--- config.mk ---
export PLATFORM = sky130hd
export DESIGN_NAME = spi_master_param
export DESIGN_NICKNAME = d
export VERILOG_FILES = /design/src/rtl/spi_master_param.sv
export SDC_FILE = /design/constraint.sdc
export NUM_CORES = 1
export LEC_CHECK = 0
export BUFFER_PORTS_ARGS = -buffer_cell sky130_fd_sc_hd__buf_2
export CORE_ASPECT_RATIO = 1.1
export CORE_MARGIN = 2
export CORE_UTILIZATION = 40
export CTS_CLUSTER_DIAMETER = 40
export DETAILED_ROUTE_END_ITERATION = 8
export SETUP_SLACK_MARGIN = 0.3
export SYNTH_ARGS = -nofsm -noshare
export SYNTH_HDL_FRONTEND = slang
export SYNTH_SLANG_ARGS = --single-unit
--- constraint.sdc ---
create_clock -name clk -period 5.9 [get_ports clk]
set_clock_uncertainty 0.15 [all_clocks]
set_input_delay 0.59 -clock clk [delete_from_list [all_inputs] [get_ports clk]]
set_output_delay 0.59 -clock clk [all_outputs]
set_load 0.1 [all_outputs]
--- src/rtl/spi_master_param.sv ---
`default_nettype none
// ============================================================================
// Module      : spi_master_param
// Description : Parametrised SPI master. Configurable word width, SCLK
//               divider, bit order and chip-select count; SPI mode
//               (CPOL/CPHA) is latched per transaction. Start/done handshake
//               on the host side, fully registered outputs.
// Revision    : 1.0 - initial release
// ============================================================================
module spi_master_param #(
  parameter int DATA_WIDTH = 8,
  parameter int CLK_DIV    = 3,
  parameter bit LSB_FIRST  = 1'b1,
  parameter int NUM_SLAVES = 1,
  parameter int SEL_W      = 1
) (
  input  logic                  clk,
  input  logic                  i_reset_n,   // synchronous, active-low
  input  logic                  i_start,
  input  logic [SEL_W-1:0]      i_slave_sel,
  input  logic [1:0]            i_mode,      // {CPOL, CPHA}
  input  logic [DATA_WIDTH-1:0] i_tx_data,
  output logic [DATA_WIDTH-1:0] o_rx_data,
  output logic                  o_busy,
  output logic                  o_done,
  output logic                  o_sclk,
  output logic [NUM_SLAVES-1:0] o_cs,
  output logic                  o_mosi,
  input  logic                  i_miso
);

  localparam int                    c_DIV_W     = $clog2(CLK_DIV);
  localparam int                    c_EDGE_W    = $clog2(2 * DATA_WIDTH + 1);
  localparam logic [c_DIV_W-1:0]    c_DIV_LAST  = c_DIV_W'(CLK_DIV - 1);
  localparam logic [c_EDGE_W-1:0]   c_EDGE_LAST = c_EDGE_W'(2 * DATA_WIDTH);
  localparam logic [NUM_SLAVES-1:0] c_CS_ONE    = NUM_SLAVES'(1);

  typedef enum logic [1:0] {
    S_IDLE  = 2'd0,
    S_SETUP = 2'd1,
    S_XFER  = 2'd2,
    S_HOLD  = 2'd3
  } state_t;

  state_t                r_state;
  logic [c_DIV_W-1:0]    r_div;
  logic [c_EDGE_W-1:0]   r_edge;
  logic [DATA_WIDTH-1:0] r_tx;
  logic [DATA_WIDTH-1:0] r_rx;
  logic [DATA_WIDTH-1:0] r_rx_data;
  logic [1:0]            r_mode;
  logic                  r_sclk;
  logic                  r_mosi;
  logic                  r_busy;
  logic                  r_done;
  logic [NUM_SLAVES-1:0] r_cs;

  logic                  w_sel_ok;
  logic                  w_in_first;
  logic [DATA_WIDTH-1:0] w_in_shift;
  logic                  w_tx_bit;
  logic [DATA_WIDTH-1:0] w_tx_shift;
  logic [DATA_WIDTH-1:0] w_rx_shift;
  logic                  w_div_wrap;
  logic [c_EDGE_W-1:0]   w_edge_next;
  logic                  w_last_edge;
  logic                  w_sample;

  // Out-of-range slave indices are never accepted.
  assign w_sel_ok    = (32'(i_slave_sel) < 32'(NUM_SLAVES));

  // Bit-order dependent selection of the next MOSI bit and shift directions.
  assign w_in_first  = LSB_FIRST ? i_tx_data[0] : i_tx_data[DATA_WIDTH-1];
  assign w_in_shift  = LSB_FIRST ? {1'b0, i_tx_data[DATA_WIDTH-1:1]}
                                 : {i_tx_data[DATA_WIDTH-2:0], 1'b0};
  assign w_tx_bit    = LSB_FIRST ? r_tx[0] : r_tx[DATA_WIDTH-1];
  assign w_tx_shift  = LSB_FIRST ? {1'b0, r_tx[DATA_WIDTH-1:1]}
                                 : {r_tx[DATA_WIDTH-2:0], 1'b0};
  assign w_rx_shift  = LSB_FIRST ? {i_miso, r_rx[DATA_WIDTH-1:1]}
                                 : {r_rx[DATA_WIDTH-2:0], i_miso};

  assign w_div_wrap  = (r_div == c_DIV_LAST);
  assign w_edge_next = r_edge + 1'b1;
  assign w_last_edge = (w_edge_next == c_EDGE_LAST);
  // Odd edges are leading; CPHA=0 samples on leading, CPHA=1 on trailing.
  assign w_sample    = w_edge_next[0] ^ r_mode[0];

  // Transaction sequencer: owns every registered output.
  always_ff @(posedge clk) begin
    if (!i_reset_n) begin
      r_state   <= S_IDLE;
      r_div     <= '0;
      r_edge    <= '0;
      r_tx      <= '0;
      r_rx      <= '0;
      r_rx_data <= '0;
      r_mode    <= 2'b00;
      r_sclk    <= 1'b0;
      r_mosi    <= 1'b0;
      r_busy    <= 1'b0;
      r_done    <= 1'b0;
      r_cs      <= '1;
    end else begin
      r_done <= 1'b0;
      case (r_state)
        S_IDLE: begin
          if (i_start && w_sel_ok) begin
            r_state <= S_SETUP;
            r_busy  <= 1'b1;
            r_cs    <= ~(c_CS_ONE << i_slave_sel);
            r_mode  <= i_mode;
            r_sclk  <= i_mode[1];
            r_div   <= '0;
            r_edge  <= '0;
            // CPHA=0 presents the first bit before the first SCLK edge.
            if (!i_mode[0]) begin
              r_mosi <= w_in_first;
              r_tx   <= w_in_shift;
            end else begin
              r_tx   <= i_tx_data;
            end
          end
        end
        // SETUP and XFER share the edge logic: the SETUP wrap is edge 1.
        S_SETUP, S_XFER: begin
          if (w_div_wrap) begin
            r_div   <= '0;
            r_sclk  <= ~r_sclk;
            r_edge  <= w_edge_next;
            r_state <= w_last_edge ? S_HOLD : S_XFER;
            if (w_sample) begin
              r_rx <= w_rx_shift;
            end else if (!w_last_edge) begin
              r_mosi <= w_tx_bit;
              r_tx   <= w_tx_shift;
            end
          end else begin
            r_div <= r_div + 1'b1;
          end
        end
        S_HOLD: begin
          if (w_div_wrap) begin
            r_div     <= '0;
            r_state   <= S_IDLE;
            r_cs      <= '1;
            r_busy    <= 1'b0;
            r_done    <= 1'b1;
            r_sclk    <= r_mode[1];
            r_rx_data <= r_rx;
          end else begin
            r_div <= r_div + 1'b1;
          end
        end
        default: r_state <= S_IDLE;
      endcase
    end
  end

  assign o_rx_data = r_rx_data;
  assign o_busy    = r_busy;
  assign o_done    = r_done;
  assign o_sclk    = r_sclk;
  assign o_cs      = r_cs;
  assign o_mosi    = r_mosi;

endmodule
`default_nettype wire

==> qor.yml <==
drt:
  drcViolationCount: 0
  drt_iter0_markers: 50
  wl_per_cell_um: 11.9
  finalWirelength_um: 3510
  antenna_left: 0
  firstDrtPassIters: 4
  vias_per_cell: 5.15
  routed-via-count: 1514
clock_tree:
  numCtsBuffers: 5
  cts_tree: "built"
  clock-sinks: 40
  cts-resized-gates: 0
  clk_pin_slew_ns: 0.08
  cts_buffer_depth: 2
  postCtsSetupBuffers: 0
  cts_hold_buf: 0
  cts-root-buf: "clkbuf_8"
  clk_latency_ns: 0.30
  cts_htree_levels: 2
global_route:
  grt_pass1_wl_um: 5820
  grt_use_total_pct: 15.2
  grt_pass1_vias: 1304
  antenna_found_initial: 0
  grt_max_degree: 31
  gr-total-overflow: 0
yosys:
  netlist_instances: 218
  synth-async-reset-ratio_pct: 0
  synth_area_per_cell_um2: 8.47
  yosysSeqAreaShare_pct: 43.4
  yosys_most_used_dff: "dfxtp_1"
  netlist_area_um2: 1850
  synth_top_area_cell: "dfxtp_1"
  synth.area.top_cells: "dfxtp_1 43%, mux2i_1 11%, nand2_1 6.7%"
  ys_warn_count: 0
  synth_nets: 237
  netlist.area_leader.share_pct: 43.4
  synth_cell_types: 33
  ys_seq_elements: 40
  synth_edf_count: 0
floorplanning:
  start_util_pct: 42.1
  fp.dieW_um: 68.8
  dieArea_um2: 5170
  io_pins: 28
  core_area_um2: 4380
  fp.dieH_um: 75.2
  rows: 25
sta:
  layout_worst_path_cycle_share_pct: 48.6
  fmax_mhz: 348
  rsz0062_at_grt: "false"
  fin_ws_ns: 3.03
  worst_slew_pin_slew_ns: 0.961
  final_max_slew_viol_count: 0
  finalHoldViolCount: 0
  hold_slack_ns: 0.301
  fin_crit_ns: 2.87
  tns_ns: 0
  finalSetupViolCount: 0
  relSlewSlack_pct: 35.8
placement:
  numPortBuffers: 27
  gp_congestion: 0.747
  hpwlAfterDp_um: 2440
  dp_slack_ns: 3.06
worst_setup_path:
  cp_max_fo: 29
  path_class: "flop to flop"
  required_ns: 5.94
  worstPathArrival_ns: 2.91
  endpoint_kind: "flop"
  start_kind: "flop"
layout:
  layout-drive-gt1-share_pct: 16.7
  fin_util_pct: 48.1
  area_delta_synth_final_pct: 14.0
  nets: 258
  num_antenna_cells: 0
power_and_ir_drop:
  report.power.total_mw: 0.599
  ir_worst_vdd_v: 0.000130
  p_per_area_nw_per_um2: 285
  power_leakage_nw: 0.831
job:
  max_cap_violations: 0
run_status:
  outcome: "completed"
hold_path:
  min_path_type: "flop to flop"
report_power, final:
group / leakage, nW / internal, mW / total (mW) / switching, mW
Clock: 0.0548 / 0.127 / 0.229 / 0.101
Sequential: 0.324 / 0.279 / 0.285 / 0.00543
Combinational: 0.452 / 0.0265 / 0.0856 / 0.0591
placed cells by master (no fill, tap or decap), types with 4 or more instances in the layout:
| cell | instances |
|---|---|
| o21ai_0 | 19 |
| ha_1 | 4 |
| dfxtp_1 | 40 |
| buf_2 | 27 |
| nor2_1 | 19 |
| nand2b_1 | 4 |
| mux2i_1 | 20 |
| clkbuf_8 | 5 |
| nand2_1 | 33 |
| inv_1 | 4 |
| a21oi_1 | 16 |
| nand3_1 | 18 |
logic make-up (layout without fill, tap and decap cells):
logic type | after synthesis | after routing | share of synthesized area [%]
AND/OR/NAND/NOR | 88 | 88 | 21.8
AO/OA/AOI/OAI | 46 | 46 | 15.4
flip-flops | 40 | 40 | 43.4
multiplexers | 22 | 22 | 12.3
buffers and inverters | 17 | 39 | 4.00
adder cells (fa/ha/maj) | 4 | 4 | 2.71
XOR/XNOR | 1 | 1 | 0.475
synth_stat cells (2+ instances only):
cell and instances:
nand2_1 33, inv_1 4, a22oi_1 3, ha_1 4
o21ai_0 19, mux2i_1 20, nand3b_1 2, buf_2 2
nor2_1 19, and3_1 3, nor3_1 2, clkbuf_1 8
nor2b_1 2, nand2b_1 4, dfxtp_1 40, a31oi_1 2
a21oi_1 16, nand3_1 18, and2_1 2, buf_4 2
through the flow:
step                      instance area (um2)  instances
after floorplan                          1850        218
after global placement                   1990        286
after detailed placement                 1990        286
after CTS                                2100        294
after global routing                     2100        294
final                                    2100        294
per-layer routing:
layer  track usage (%)  vias to the layer above  share of wire [%]
met5                 0                        -                  0
met4              5.23                        0                1.3
met3              5.68                        6                3.8
met2              25.0                       22                 49
met1              18.3                      687                 46
li1                  -                      799                  -
cell type report:
class,count,area [um2]
Clock buffer,5,68.8
Clock inverter,3,46.3
Fill cell,451,2270
Inverter,4,15.0
Multi-Input combinational cell,161,971
Sequential cell,40,801
Tap cell,54,67.6
Timing Repair Buffer,27,135
worst max-delay path, stage by stage, from the launching register on:
cell      delay, ns
dfxtp_1        0.37
inv_1          0.07
ha_1           0.82
nand3b_1       0.19
a22o_1         0.28
a221oi_4       0.49
a21oi_1        0.13
a311oi_1       0.27
worst paths after layout:
check	startpoint	end	slack (ns)	cells past startpoint
min reg2reg	o_rx_data[5]$_SDFFE_PN0P_	o_rx_data[5]$_SDFFE_PN0P_	0.30	2
min	o_rx_data[5]$_SDFFE_PN0P_	o_rx_data[5]$_SDFFE_PN0P_	0.30	2
max reg2reg	r_state[1]$_SDFFE_PN0P_	o_mosi$_SDFFE_PN0P_	3.03	7
max	r_state[1]$_SDFFE_PN0P_	o_mosi$_SDFFE_PN0P_	3.03	7
state kept, by name, indices dropped and copies added, names as in the netlist, 2 cells and up:
| signal | cells |
|---|---|
| o_rx_data | 8 |
| r_div | 2 |
| r_rx | 8 |
| r_state | 2 |
| r_mode | 2 |
| r_edge | 5 |
| r_tx | 8 |
Note: power is estimated with default switching activity, not from simulation.
